File: config.mk
export PLATFORM = sky130hd
export DESIGN_NAME = uart_packet_deframer
export DESIGN_NICKNAME = d
export VERILOG_FILES = /design/src/rtl/uart_packet_deframer.sv
export SDC_FILE = /design/constraint.sdc
export NUM_CORES = 1
export LEC_CHECK = 0
export CAP_MARGIN = 5
export CORE_MARGIN = 4
export CORE_UTILIZATION = 50
export CTS_BUF_LIST = sky130_fd_sc_hd__clkbuf_2 sky130_fd_sc_hd__clkbuf_4 sky130_fd_sc_hd__clkbuf_8
export DETAILED_ROUTE_END_ITERATION = 12
export PLACE_DENSITY = 0.73
export RECOVER_POWER = 50
export SYNTH_ARGS = -nofsm -noshare
export SYNTH_HDL_FRONTEND = slang
export SYNTH_SLANG_ARGS = --single-unit
File: constraint.sdc
create_clock -name clk_i -period 2.79 [get_ports clk_i]
set_clock_uncertainty 0.1 [all_clocks]
set_input_delay 0.279 -clock clk_i [delete_from_list [all_inputs] [get_ports clk_i]]
set_output_delay 0.279 -clock clk_i [all_outputs]
set_load 0.02 [all_outputs]
File: src/rtl/uart_packet_deframer.sv
// Packet deframer: parses opcode/reserved/length header from a byte stream and
// reassembles the payload into big-endian 32-bit words tagged with opcode and last.
module uart_packet_deframer #(
    parameter logic [15:0] max_len_p = 16'hFFFF
) (
    input  logic        clk_i,
    input  logic        rst_ni,
    input  logic [7:0]  rx_data_i,
    input  logic        rx_valid_i,
    output logic        rx_ready_o,
    output logic [7:0]  opcode_o,
    output logic [31:0] word_o,
    output logic        last_o,
    output logic        valid_o,
    input  logic        ready_i,
    output logic        busy_o,
    output logic        error_o
);

    typedef enum logic [2:0] {IDLE, RSVD, LEN_LO, LEN_HI, PAYLOAD} state_e;

    state_e      state_q;
    logic [7:0]  opc_q;
    logic [7:0]  len_lo_q;
    logic [13:0] words_left_q;
    logic [1:0]  byte_cnt_q;
    logic [23:0] shreg_q;
    logic [31:0] word_q;
    logic [7:0]  opcode_q;
    logic        last_q;
    logic        valid_q;
    logic        error_q;

    logic        rx_fire;
    logic [15:0] len_d;
    logic [15:0] len_m4;
    logic        len_ok;

    // Only the word-completing byte can stall, and only if the held word is not draining.
    assign rx_ready_o = (state_q != PAYLOAD) || (byte_cnt_q != 2'd3) || !valid_q || ready_i;
    assign rx_fire    = rx_valid_i && rx_ready_o;

    assign len_d  = {rx_data_i, len_lo_q};
    assign len_m4 = len_d - 16'd4;
    assign len_ok = (len_d >= 16'd8) && (len_d[1:0] == 2'b00) && (len_d <= max_len_p);

    always_ff @(posedge clk_i or negedge rst_ni) begin
        if (!rst_ni) begin
            state_q      <= IDLE;
            opc_q        <= '0;
            len_lo_q     <= '0;
            words_left_q <= '0;
            byte_cnt_q   <= '0;
            shreg_q      <= '0;
            word_q       <= '0;
            opcode_q     <= '0;
            last_q       <= 1'b0;
            valid_q      <= 1'b0;
            error_q      <= 1'b0;
        end else begin
            error_q <= 1'b0;
            if (valid_q && ready_i) valid_q <= 1'b0;
            if (rx_fire) begin
                case (state_q)
                    IDLE: begin
                        opc_q   <= rx_data_i;
                        state_q <= RSVD;
                    end
                    RSVD: state_q <= LEN_LO;
                    LEN_LO: begin
                        len_lo_q <= rx_data_i;
                        state_q  <= LEN_HI;
                    end
                    LEN_HI: begin
                        if (len_ok) begin
                            words_left_q <= len_m4[15:2];
                            byte_cnt_q   <= 2'd0;
                            state_q      <= PAYLOAD;
                        end else begin
                            error_q <= 1'b1;
                            state_q <= IDLE;
                        end
                    end
                    PAYLOAD: begin
                        shreg_q    <= {shreg_q[15:0], rx_data_i};
                        byte_cnt_q <= byte_cnt_q + 2'd1;
                        if (byte_cnt_q == 2'd3) begin
                            // A load wins over a same-cycle drain, so valid stays high.
                            word_q       <= {shreg_q, rx_data_i};
                            opcode_q     <= opc_q;
                            last_q       <= (words_left_q == 14'd1);
                            valid_q      <= 1'b1;
                            words_left_q <= words_left_q - 14'd1;
                            if (words_left_q == 14'd1) state_q <= IDLE;
                        end
                    end
                    default: state_q <= IDLE;
                endcase
            end
        end
    end

    assign word_o   = word_q;
    assign opcode_o = opcode_q;
    assign last_o   = last_q;
    assign valid_o  = valid_q;
    assign error_o  = error_q;
    assign busy_o   = (state_q != IDLE);

endmodule

# Word level (Yosys, flattened, before mapping)
# Index checks and enable logic that the tools add are counted.
[word_totals]
input_bits = 12
ff_bits = 102
output_inout_bits = 45
[classes]
reduce_logical = 19
eq_ne = 11
n_lt_le_gt_ge = 2
addsub = 3
mux = 16
[op_table]
columns = ["op", "n"]
rows = [
  ["14-bit 2-to-1 mux", 2],
  ["14-bit one-hot mux with 2 select lines", 1],
  ["16-bit by 4-bit greater-or-equal comparator with 1-bit output, second input constant", 1],
  ["16-bit <= comparator, second input constant", 1],
  ["16-bit by 3-bit subtractor with 16-bit output, second input constant", 1],
  ["3-bit one-hot mux with 5 select lines", 1],
  ["14-bit by 1-bit == test with 1-bit output, second input constant", 1],
  ["14-bit by 1-bit subtractor with 14-bit output, second input constant", 1],
  ["3-bit 2-to-1 mux", 3],
  ["3-bit AND reduction", 3],
  ["2-bit inequality test, second input constant", 4],
  ["1-bit 2-to-1 mux", 7],
  ["3-bit by 2-bit == test with 1-bit output, second input constant", 2],
  ["2-bit AND reduction", 3],
  ["1-bit logical AND", 4],
  ["2-bit one-hot mux with 2 select lines", 1],
  ["4-bit AND reduction", 1],
  ["3-bit by 1-bit == test with 1-bit output, second input constant", 1],
  ["3-bit == test, second input constant", 1],
  ["3-bit logical NOT", 1],
  ["1-bit logical OR", 3],
  ["3-bit inequality test, second input constant", 1],
  ["3-bit nonzero test", 1],
  ["2-bit by 1-bit adder with 2-bit output, second input constant", 1],
  ["5 further kinds", 5],
]

# Longest topological paths before layout
# Gate-level depths: netlist of run 1.
[depth]
depth_word = 6
mapped_depth = 7
mapped_depth_nobuf = 7

# Worst setup path before layout of run 1
# Ideal clock, no wire load.
[synth_timing]
path_type = "reg2reg"
from = "reg state_q[1]"
to = "reg shreg_q[0]"
setup_ns = 0.125
period_less_slack_ns = 2.284
path_slack_ns = 0.506
stages_incl_launch_ff = 6
n_path_buf = 1
arrival_ns = 2.060
cell_sequence = "dfrtp_1 -> nor3b_2 -> nand4b_1 -> nand3_1 -> buf_2 -> mux2_2"
[synth_via]
elab_chain_len = 6
[synth_lines]
columns = ["item", "line_no", "rtl"]
rows = [
  ["start: declaration", "22", "state_e state_q;"],
  ["start signal: assignment", "49", "state_q <= IDLE;"],
  ["start signal: assignment", "67", "state_q <= RSVD;"],
  ["start signal: assignment", "69", "RSVD: state_q <= LEN_LO;"],
  ["3-bit inequality test", "40", "assign rx_ready_o = (state_q != PAYLOAD) || (byte_cnt_q != 2'd3) || !valid_q || ready_i;"],
  ["1-bit logical OR (3 in a row)", "40", ""],
  ["via rx_ready_o", "10", "output logic rx_ready_o,"],
  ["1-bit logical AND", "41", "assign rx_fire = rx_valid_i && rx_ready_o;"],
  ["2-bit AND reduction (no source line)", "--", ""],
  ["end signal: assignment", "85", "shreg_q <= {shreg_q[15:0], rx_data_i};"],
  ["end: declaration", "27", "logic [23:0] shreg_q;"],
]
# The timed path passes the listed nets, and every way through them passes these cells.
# A chain may end at the register's enable or synchronous reset.

# Worst setup path after layout of run 1
[layout_timing]
from = "reg words_left_q[0]"
to = "reg words_left_q[10]"
[layout_via]
elab_chain_len = 3
[layout_lines]
columns = ["item", "line_no", "rtl"]
rows = [
  ["start: declaration", "25", "logic [13:0] words_left_q;"],
  ["start signal: assignment", "76", "words_left_q <= len_m4[15:2];"],
  ["start signal: assignment", "93", "words_left_q <= words_left_q - 14'd1;"],
  ["14-bit by 1-bit subtractor with 14-bit output", "93", ""],
  ["14-bit 2-to-1 mux", "87", "if (byte_cnt_q == 2'd3) begin"],
  ["14-bit one-hot mux with 2 select lines", "64", "case (state_q)"],
]
# Every way passes these cells. The select of a mux whose other input is x is not followed.

==> results by group, run 1 <==
Run status
  • Status: completed

Drt
  • Detailed Route WL: ~11,000 microns
  • Vias per cell: 5.70
  • Pre-Repair DR Iteration Count: 5
  • Drt wl/cell: about 17 microns
  • DRC Markers: 0
  • Routed Antenna Nets: 0
  • Via count: 3,606
  • 1st-iter DRT viols: 230

CTS
  • H-tree Lvls: 3
  • Clock root cell: clkbuf_8
  • Postcts setup bufs: 0
  • TritonCTS clock tree: yes
  • Clock Sinks: 102
  • Total CTS buffers: 9
  • Clock slew seen by the registers of the worst setup and hold paths: 0.11 ns
  • Clock tree buffer depth: 2
  • Clk_lat worst skew: 0.37 ns

Yosys
  • Syn Area/Cell: 10.2 sq um
  • Synth Net Count: about 470
  • Synthesized cell area: 4600 sq um
  • Synth Warn #: 0
  • Seq/Total Area, Yosys: 55.5%
  • Seq cells post-synth: 102
  • Multiplexer area fraction after synthesis: approximately a tenth
  • Cells after Synth: around 450
  • Largest area contributor in the netlist: dfrtp_1
  • Largest family of logic cells by synthesized area: simple AND/OR/NAND/NOR gates
  • Number of enable flip-flop cells after synthesis: 0
  • Compound-Gate Fraction of Synth Area: 8.00%
  • Top cell type's share of synthesized area: 55.5%
  • Xor and xnor area share after synthesis: 1.90%
  • Synth Area in Adders: 1.36%
  • Largest cells by area after synthesis: dfrtp_1, nand2_1, mux2_2
  • Most frequent cells after synthesis: nand2_1, dfrtp_1, mux2_2
  • Simple-gate portion of the synthesized area: 20.7%
  • Distinct cells, synth: 53
  • Ys async rst share: 100%
  • Most common cell in the netlist: nand2_1
  • Ys flop type: dfrtp_1

STA
  • Period utilization: 88.4%
  • Final setup viols: 0
  • Slew headroom: 12.5%
  • RSZ-0062 raised after global routing: no
  • Post-route minimum period: 2.47 ns
  • Setup TNS: 0 ns
  • Fmax achieved: 0.406 GHz
  • Smallest hold slack: 0.376 ns
  • Max-slew violation count: 0
  • Final-report hold violation count: 0
  • Least-Margin Pin Slew: 1.31 ns

Place
  • HPWL after detailed placement: 7470 microns
  • Area after DPL: 5360 sq um
  • Final RePlAce weighted congestion: 0.949
  • Port bufs: 56
  • Post-Place Cells: about 620

Floorplan
  • Chip Height: 104 microns
  • I/O pins: 57
  • Core footprint: 8850 sq um
  • Die width: 104 microns
  • Row cnt: 34
  • Initial Util: 52.0%
  • Die area: 10,800 sq um

Critical path
  • Crit path max fanout: 6
  • Critical Path AT: 2.64 ns
  • Crit end category: flop
  • Critical Path Sink: words_left_q[10]$_DFFE_PN0P_
  • R2r startpoint: words_left_q[0]$_DFFE_PN0P_
  • Crit path kind: reg -> reg
  • R2R depth: 7
  • Startpoint types: flop
  • R2r setup slk: between 0.3 and 0.4 ns
  • CP required: ~3.0 ns
  • Crit path from: words_left_q[0]$_DFFE_PN0P_
  • FF-to-FF End: words_left_q[10]$_DFFE_PN0P_

Power and ir drop
  • Power Density: about 790 nW/um^2
  • P_leak: approximately 2.6 nW
  • Worst IR Drop VDD: about 0.00041 V

Cells and area
  • Final net count: 537
  • Final core occ: between 60% and 70%
  • Syn-to-layout area delta: 20.6%
  • Final Cell Area: 5550 sq um
  • Ant diodes: 0
  • Finished Layout Cells: 633
  • Fill count: between 700 and 800
  • Layout cell share with drive strength beyond 1: 15.6%

GRT
  • Antenna violations before repair: 0
  • Wire length of the first global-routing pass: 18,200 microns
  • GRT Overall Usage: between 20% and 30%
  • Largest net degree at the start of global routing: 54
  • Gr ovfl total: 0
  • Vias in the first global route: 3,629

Min path
  • Hold Crit Class: reg -> reg

Job
  • Max cap viols: 0
power breakdown:
part / internal (W) / switching, W / total (W)
Clock: 0.000373 / 0.000572 / 0.000945
Combinational: 0.000588 / 0.000596 / 0.00118
Sequential: 0.00187 / 0.000370 / 0.00224
Total: 0.00283 / 0.00154 / 0.00437
state kept, by name (all words and copies together), names as in the netlist:
name / cells
byte_cnt_q: 2
error_o: 1
last_o: 1
len_lo_q: 8
opc_q: 8
opcode_o: 8
shreg_q: 24
state_q: 3
valid_o: 1
word_o: 32
words_left_q: 14
cell type report:
cell class / instances / area (sq um) / area share (%)
Clock buffer: 10 / 138 / 2.48
Clock inverter: 6 / 62.6 / 1.13
Inverter: 12 / 45.0 / 0.812
Multi-Input combinational cell: 317 / 1920 / 34.5
Sequential cell: 102 / 2550 / 46.0
Tap cell: 108 / 135 / 2.44
Timing Repair Buffer: 78 / 701 / 12.6
metal layers:
layer	track usage [%]	routed length [microns]	vias up
li1	-	-	1700
met4	5.79	136	0
met3	4.59	597	14
met1	29.0	4960	1784
met2	32.4	5100	108
met5	0	0	-
worst min path at each step:
stage                                 start                         to  depth (start not counted)
finish              shreg_q[20]$_DFFE_PN0P_     word_o[28]$_DFFE_PN0P_                          2
global route        shreg_q[18]$_DFFE_PN0P_     word_o[26]$_DFFE_PN0P_                          2
CTS                 shreg_q[20]$_DFFE_PN0P_     word_o[28]$_DFFE_PN0P_                          2
detailed placement                   rst_ni     word_o[22]$_DFFE_PN0P_                          1
global placement                     rst_ni     word_o[30]$_DFFE_PN0P_                          1
floorplan                            rst_ni  byte_cnt_q[0]$_DFFE_PN0P_                          0
placed cells by master, fill, tap and decap left out, types with 3 or more instances in the layout:
cell type	instances
xor2_1	5
inv_1	12
clkbuf_2	4
nand4_1	3
a31oi_1	3
mux2_2	39
or3_1	3
ha_1	5
a211oi_1	3
clkdlybuf4s50_1	51
dlygate4sd3_1	5
buf_4	14
o21ai_0	17
xnor2_1	5
clkbuf_8	10
nand2_1	132
nor2_1	15
nor3_1	10
clkbuf_1	4
nand3_1	8
o31ai_1	4
a21oi_1	11
o22ai_1	3
dfrtp_1	102
nor4_1	8
a22oi_1	4
cells by family after synthesis:
logic type      count (synthesis)
buf+inv                        33
fa+ha+maj                       5
mux                            39
compound gates                 58
xor+xnor                       10
simple gates                  205
flops                         102
critical path: stages, from the launching register on:
cell and delay [ns]:
dfrtp_1 0.45, inv_1 0.08, ha_1 0.23, or4b_1 0.57, nor4_2 0.27, nor3b_1 0.28
a211oi_1 0.08, nor4_1 0.30
metrics by stage:
step / setup slack, ns / total power, W
6_report: 0.325 / 0.00437
5_1_grt: 0.134 / 0.00464
4_1_cts: 0.210 / 0.00439
3_5_place_dp: 0.244 / 0.00344
3_3_place_gp: 0.299 / 0.00339
2_1_floorplan: 0.506 / 0.00299
timing repair:
item                       CTS  global route
hold buffers                 1             0
resized for setup            0             1
setup endpoints to repair    0             1
hold endpoints to repair    50             0
Note: power is estimated with default switching activity, not from simulation.
==> run 2, diff against run 1 <==
--- a/config.mk
+++ b/config.mk
@@ -5,12 +5,15 @@
 export SDC_FILE = /design/constraint.sdc
 export NUM_CORES = 1
 export LEC_CHECK = 0
+export ABC_AREA = 1
 export CAP_MARGIN = 5
+export CELL_PAD_IN_SITES_DETAIL_PLACEMENT = 0
+export CELL_PAD_IN_SITES_GLOBAL_PLACEMENT = 1
 export CORE_MARGIN = 4
-export CORE_UTILIZATION = 50
+export CORE_UTILIZATION = 40
 export CTS_BUF_LIST = sky130_fd_sc_hd__clkbuf_2 sky130_fd_sc_hd__clkbuf_4 sky130_fd_sc_hd__clkbuf_8
 export DETAILED_ROUTE_END_ITERATION = 12
-export PLACE_DENSITY = 0.73
+export PLACE_DENSITY_LB_ADDON = 0.1
 export RECOVER_POWER = 50
 export SYNTH_ARGS = -nofsm -noshare
 export SYNTH_HDL_FRONTEND = slang
==> run 2 against run 1 <==
  * Cell count rose by 25%
  * Power grew 1.2%
  * Die area increased by 26%
  * Critical path depth shrank 2
  * Register-to-register slack gained 0.39 ns
  * Combinational power up 15%
  * Via count grew 7.9%
  * Clock power increased by 2.2%
  * Worst hold slack hardly changed
  * Maximum frequency up 0.38%
  * Synthesized cell count is 31% higher
  * First-iteration DRC count rose by 8.7%
  * Critical path type is now reg -> out
  * Highest routed layer unchanged
==> results by group, run 2 <==
STA
  • Least-Margin Pin Slew: 1.07 ns
  • Final-report hold violation count: 0
  • Smallest hold slack: approximately 0.38 ns
  • RSZ-0062 raised after global routing: no
  • Period utilization: 88.0%
  • Final setup viols: 0
  • Setup TNS: 0 ns
  • Post-route minimum period: between 2 and 2.5 ns
  • Fmax achieved: 0.407 GHz
  • Slew headroom: 28.6%
  • Max-slew violation count: 0

Floorplan
  • Core footprint: ~11,000 sq um
  • Chip Height: 117 microns
  • I/O pins: 57
  • Initial Util: between 40% and 50%
  • Row cnt: 39
  • Die area: ~14,000 sq um
  • Die width: 117 microns

Cells and area
  • Layout cell share with drive strength beyond 1: 5.69%
  • Max reg flops: 32
  • Final Cell Area: 5580 sq um
  • Fill count: about 1,100
  • Leading cell type in the layout, fill and taps excluded: nand2_1
  • Most frequent cells in the layout: nand2_1, dfrtp_1, o21ai_0, nor2_1, nand3_1
  • Syn-to-layout area delta: 18.4%
  • Final net count: between 600 and 700
  • Ant diodes: 0

Yosys
  • Synthesized cell area: 4710 sq um
  • Largest area contributor in the netlist: dfrtp_1
  • Simple-gate portion of the synthesized area: 29.9%
  • Compound-Gate Fraction of Synth Area: 8.08%
  • Cells after Synth: 590
  • Seq cells post-synth: 102
  • Ys flop type: dfrtp_1
  • Number of enable flip-flop cells after synthesis: 0
  • Largest cells by area after synthesis: dfrtp_1, nand2_1, o21ai_0
  • Seq/Total Area, Yosys: between 50% and 60%
  • Multiplexer area fraction after synthesis: 0.213%
  • Ys async rst share: 100%
  • Most frequent cells after synthesis: nand2_1, dfrtp_1, o21ai_0
  • Syn Area/Cell: around 8 sq um
  • Xor and xnor area share after synthesis: 0.930%
  • Synth Area in Adders: under 10%
  • Most common cell in the netlist: nand2_1
  • Distinct cells, synth: 30
  • Top cell type's share of synthesized area: a little over half
  • Synth Warn #: 0
  • Synth Net Count: between 600 and 700
  • Largest family of logic cells by synthesized area: simple AND/OR/NAND/NOR gates

CTS
  • Clk_lat worst skew: 0.38 ns
  • H-tree Lvls: 3
  • Postcts setup bufs: 0
  • TritonCTS clock tree: yes
  • Clock root cell: clkbuf_8
  • Clock tree buffer depth: 2
  • Clock Sinks: between 100 and 150
  • Clock slew seen by the registers of the worst setup and hold paths: 0.09 ns
  • Total CTS buffers: 9

Critical path
  • Crit end category: output pin
  • Crit path largest cell delay: 0.53 ns
  • Critical path's slowest cell: clkdlybuf4s50_1
  • CP cell instances: ha_1 > clkinv_1 > nor2_4 > nand2_1 > clkdlybuf4s50_1
  • CP required: 2.41 ns
  • Startpoint types: flop
  • Crit path max fanout: 10
  • Critical Path AT: 2.08 ns
  • Crit path kind: reg -> out

Power and ir drop
  • Comb pwr share: 30.7%
  • Worst IR Drop VDD: 0.000445 V
  • Power Density: 793 nW/um^2
  • Switching Fraction: 37.9%
  • Clock power frac: 21.9%
  • P_sw: 0.00167 W
  • P_leak: 2.86 nW
  • Sequential share of power: 47.5%
  • Int Power: about 0.0027 W

Drt
  • Detailed Route WL: 11,600 microns
  • Vias per cell: 4.91
  • Routed Antenna Nets: 0
  • Via count: 3,892
  • Drt wl/cell: 14.6 microns
  • DRC Markers: 0
  • Pre-Repair DR Iteration Count: 4
  • 1st-iter DRT viols: 250

GRT
  • GRT Overall Usage: 18.5%
  • Wire length of the first global-routing pass: 19,300 microns
  • Largest net degree at the start of global routing: 61
  • Vias in the first global route: 3,719
  • Gr ovfl total: 0
  • Antenna violations before repair: 0

Place
  • Final RePlAce weighted congestion: approximately 0.8
  • HPWL after detailed placement: 8270 microns
  • Port bufs: 56
  • Area after DPL: around 5400 sq um

Job
  • Max cap viols: 0

Run status
  • Status: completed

Min path
  • Hold Crit Class: reg -> reg
## run 2: timing repair
action / in CTS / in global routing
endpoints found under the hold margin: 42 / 0
resized for setup: 0 / 0
hold buffers: 1 / 0
## run 2: per-layer routing
layer | global-route usage [%] | wire [microns] | share of wire [%]
met3 | 3.94 | 492 | 4.3
met1 | 25.0 | 5350 | 46
met4 | 4.49 | 122 | 1.1
met2 | 30.5 | 5610 | 48
met5 | 0 | 0 | 0
## run 2: layout make-up
class | instances | area, sq um | share of cell area [%]
clock buffer | 12 | 146 | 2.62
clock inverter | 4 | 55.1 | 0.987
inverter | 36 | 138 | 2.47
multi-input combinational | 434 | 1900 | 34.1
sequential | 102 | 2550 | 45.8
tap | 143 | 179 | 3.21
timing repair buffer | 62 | 603 | 10.8
## run 2: power groups by stage
stage	logic (W)	registers [W]	clock network [W]
floorplan	0.00100	0.00206	0
global placement	0.00134	0.00212	0
detailed placement	0.00137	0.00212	0
CTS	0.00138	0.00210	0.000996
global route	0.00158	0.00216	0.00105
finish	0.00136	0.00210	0.000966
## run 2: kinds of logic after synthesis
| logic type | count (synthesis) |
|---|---|
| and+or+nand+nor | 351 |
| DFF | 102 |
| AOI/OAI and AO/OA | 72 |
| buffers and inverters | 54 |
| xor gates and xnor gates | 5 |
| adders and majority gates | 5 |
| muxes | 1 |
## run 2: final timing paths
path | from | endpoint | slack (ns) | cells after the start
max | byte_cnt_q[0]$_DFFE_PN0P_ | rx_ready_o | 0.33 | 5
min in group asynchronous | rst_ni | shreg_q[20]$_DFFE_PN0P_ | 0.52 | 2
max reg2reg | state_q[1]$_DFFE_PN0P_ | shreg_q[18]$_DFFE_PN0P_ | 0.71 | 8
min | opc_q[2]$_DFFE_PN0P_ | opcode_o[2]$_DFFE_PN0P_ | 0.38 | 2
max in group asynchronous | rst_ni | words_left_q[3]$_DFFE_PN0P_ | 0.55 | 3
min reg2reg | opc_q[2]$_DFFE_PN0P_ | opcode_o[2]$_DFFE_PN0P_ | 0.38 | 2
## run 2: critical path, delay by kind of cell (launching register included)
kind	cells	cell delay (ns)
and+or+nand+nor	2	0.29
DFF	1	0.38
adders and majority gates	1	0.18
buffers and inverters	2	0.86
## run 2: metrics by stage
step,power [W],util (%),instances,setup WS [ns]
after detailed placement,0.00349,46.9,776,0.561
after global routing,0.00479,48.6,793,0.166
after CTS,0.00447,48.8,793,0.265
final,0.00442,48.6,793,0.334
after global placement,0.00346,46.9,776,0.564
after floorplan,0.00306,-,590,1.06
==> run 3, diff against run 2 <==
--- a/config.mk
+++ b/config.mk
@@ -9,7 +9,7 @@
 export CAP_MARGIN = 5
 export CELL_PAD_IN_SITES_DETAIL_PLACEMENT = 0
 export CELL_PAD_IN_SITES_GLOBAL_PLACEMENT = 1
-export CORE_MARGIN = 4
+export CORE_MARGIN = 8
 export CORE_UTILIZATION = 40
 export CTS_BUF_LIST = sky130_fd_sc_hd__clkbuf_2 sky130_fd_sc_hd__clkbuf_4 sky130_fd_sc_hd__clkbuf_8
 export DETAILED_ROUTE_END_ITERATION = 12
==> run 3 against run 2 <==
  * Combinational power about the same
  * Flip-flop and latch count unchanged
  * Via count decreased by 1.3%
  * Core utilization decreased by 0.13 points
  * Register-to-register slack got worse by 0.27 ns
  * Non-clock buffer count decreased by 2
  * Sequential share of layout area increased by 0.12 points
  * Largest cell class unchanged
==> results by group, run 3 (synthesis results as in run 2) <==
Run status
  • Status: completed

STA
  • Final setup viols: 0
  • Post-route minimum period: 2.49 ns
  • Least-Margin Pin Slew: 1.15 ns
  • Max-slew violation count: 0
  • Period utilization: 89.2%
  • Setup TNS: 0 ns
  • Final-report hold violation count: 0
  • Fmax achieved: 0.402 GHz
  • Slew headroom: around a quarter
  • RSZ-0062 raised after global routing: no

Power and ir drop
  • Int Power: 0.00267 W
  • Switching Fraction: 38.2%
  • Power Density: 778 nW/um^2
  • Comb pwr share: between 30% and 40%
  • Worst IR Drop VDD: 0.000376 V
  • Pwr Total: 0.00433 W
  • Clock power frac: 20.3%
  • Sequential share of power: 48.7%
  • P_leak: roughly 2.9 nW
  • P_sw: 0.00166 W

Critical path
  • Critical Path AT: 2.11 ns
  • Critical path's slowest cell: clkdlybuf4s50_1
  • Crit path largest cell delay: 0.54 ns
  • CP cell instances: nor2_2 > nand2_2 > nor2_4 > nand2_1 > clkdlybuf4s50_1
  • R2r setup slk: roughly 0.44 ns
  • CP delay by family, top: simple AND/OR/NAND/NOR gates
  • Worst Path Buf+Inv: 1
  • Crit path max fanout: 20
  • Startpoint types: flop
  • CP required: 2.41 ns
  • Crit end category: output pin
  • Crit path kind: reg -> out

Job
  • Max cap viols: 0

Place
  • HPWL after detailed placement: between 8000 and 9000 microns
  • Final RePlAce weighted congestion: 0.818
  • Area after DPL: 5380 sq um
  • Port bufs: 56

CTS
  • H-tree Lvls: 3
  • TritonCTS clock tree: yes
  • Clk_lat worst skew: about 0.37 ns
  • Clock root cell: clkbuf_8
  • Clock tree buffer depth: 2
  • Clock Sinks: 102
  • Total CTS buffers: 9
  • Clock slew seen by the registers of the worst setup and hold paths: 0.09 ns
  • Post-cts resize count: 0

Cells and area
  • Final Cell Area: roughly 5600 sq um
  • Layout cell share with drive strength beyond 1: 5.40%
  • Final net count: 660
  • Max reg flops: 32
  • Most frequent cells in the layout: nand2_1, dfrtp_1, o21ai_0, nor2_1, nand3_1
  • Leading cell type in the layout, fill and taps excluded: nand2_1
  • Syn-to-layout area delta: 18.1%
  • Ant diodes: 0

Floorplan
  • Core footprint: 11,500 sq um
  • Die area: 15,500 sq um
  • I/O pins: 57
  • Die width: 125 microns
  • Initial Util: around 41%
  • Chip Height: 125 microns
  • Row cnt: 39

Min path
  • Hold Crit Class: reg -> reg

GRT
  • Vias in the first global route: 3,825
  • Antenna violations before repair: 0
  • Wire length of the first global-routing pass: 19,800 microns
  • GRT Overall Usage: 15.7%
  • Largest net degree at the start of global routing: 45
  • Gr ovfl total: 0

Drt
  • DRC Markers: 0
  • Drt wl/cell: around 15 microns
  • Vias per cell: roughly 4.9
  • Via count: 3,840
  • Pre-Repair DR Iteration Count: 4
  • Detailed Route WL: 11,800 microns
  • 1st-iter DRT viols: 241
  • Routed Antenna Nets: 0
-- run 3: cell type report --
type / instances / area [sq um]
clock buffer: 13 / 160
inverter: 36 / 138
timing repair buffer: 60 / 611
tap: 143 / 179
multi-input combinational: 434 / 1900
sequential: 102 / 2550
fill: 1149 / 5900
clock inverter: 3 / 18.8
-- run 3: final timing paths --
check,from,to,cells after the start
hold reg to reg,opcode_o[1]$_DFFE_PN0P_,opcode_o[1]$_DFFE_PN0P_,2
setup reg to reg,state_q[1]$_DFFE_PN0P_,word_o[18]$_DFFE_PN0P_,7
min in group asynchronous,rst_ni,word_o[9]$_DFFE_PN0P_,2
setup / recovery,state_q[1]$_DFFE_PN0P_,rx_ready_o,5
max in group asynchronous,rst_ni,opcode_o[1]$_DFFE_PN0P_,3
hold / removal,opcode_o[1]$_DFFE_PN0P_,opcode_o[1]$_DFFE_PN0P_,2
-- run 3: through the flow --
step | util, % | hold slack, ns | cells | setup slack (ns)
global route | 48.5 | 0.389 | 791 | 0.143
CTS | 48.6 | 0.358 | 791 | 0.264
global placement | 46.9 | 0.221 | 774 | 0.497
detailed placement | 46.9 | 0.228 | 774 | 0.458
floorplan | - | -0.117 | 590 | 1.06
finish | 48.5 | 0.375 | 791 | 0.301
-- run 3: repair_timing --
item | in CTS | in global routing
setup buffers | 0 | 0
hold buffers | 1 | 0
endpoints found under the hold margin | 41 | 0
-- run 3: routing by layer --
metal | up-vias | share of wire, % | wire, microns | global-route usage, %
li1 | 1965 | - | - | -
met2 | 58 | 48 | 5660 | 25.9
met1 | 1803 | 47 | 5570 | 19.6
met5 | - | 0 | 0 | 0
met4 | 0 | 1.6 | 186 | 6.09
met3 | 14 | 3.2 | 375 | 3.40
-- run 3: worst register-to-register path: cells and delay by family (launching register included) --
kind	cells	cell delay, ns
buffers and inverters	2	0.69
AOI/OAI and AO/OA	1	0.19
DFF	1	0.42
and+or+nand+nor	4	0.87
-- run 3: power by group through the flow --
stage          registers [W]  clock network (W)  logic [W]
6_report             0.00211           0.000880    0.00134
5_1_grt              0.00215           0.000971    0.00157
4_1_cts              0.00210           0.000913    0.00136
3_5_place_dp         0.00213                  0    0.00135
3_3_place_gp         0.00212                  0    0.00133
2_1_floorplan        0.00206                  0    0.00100
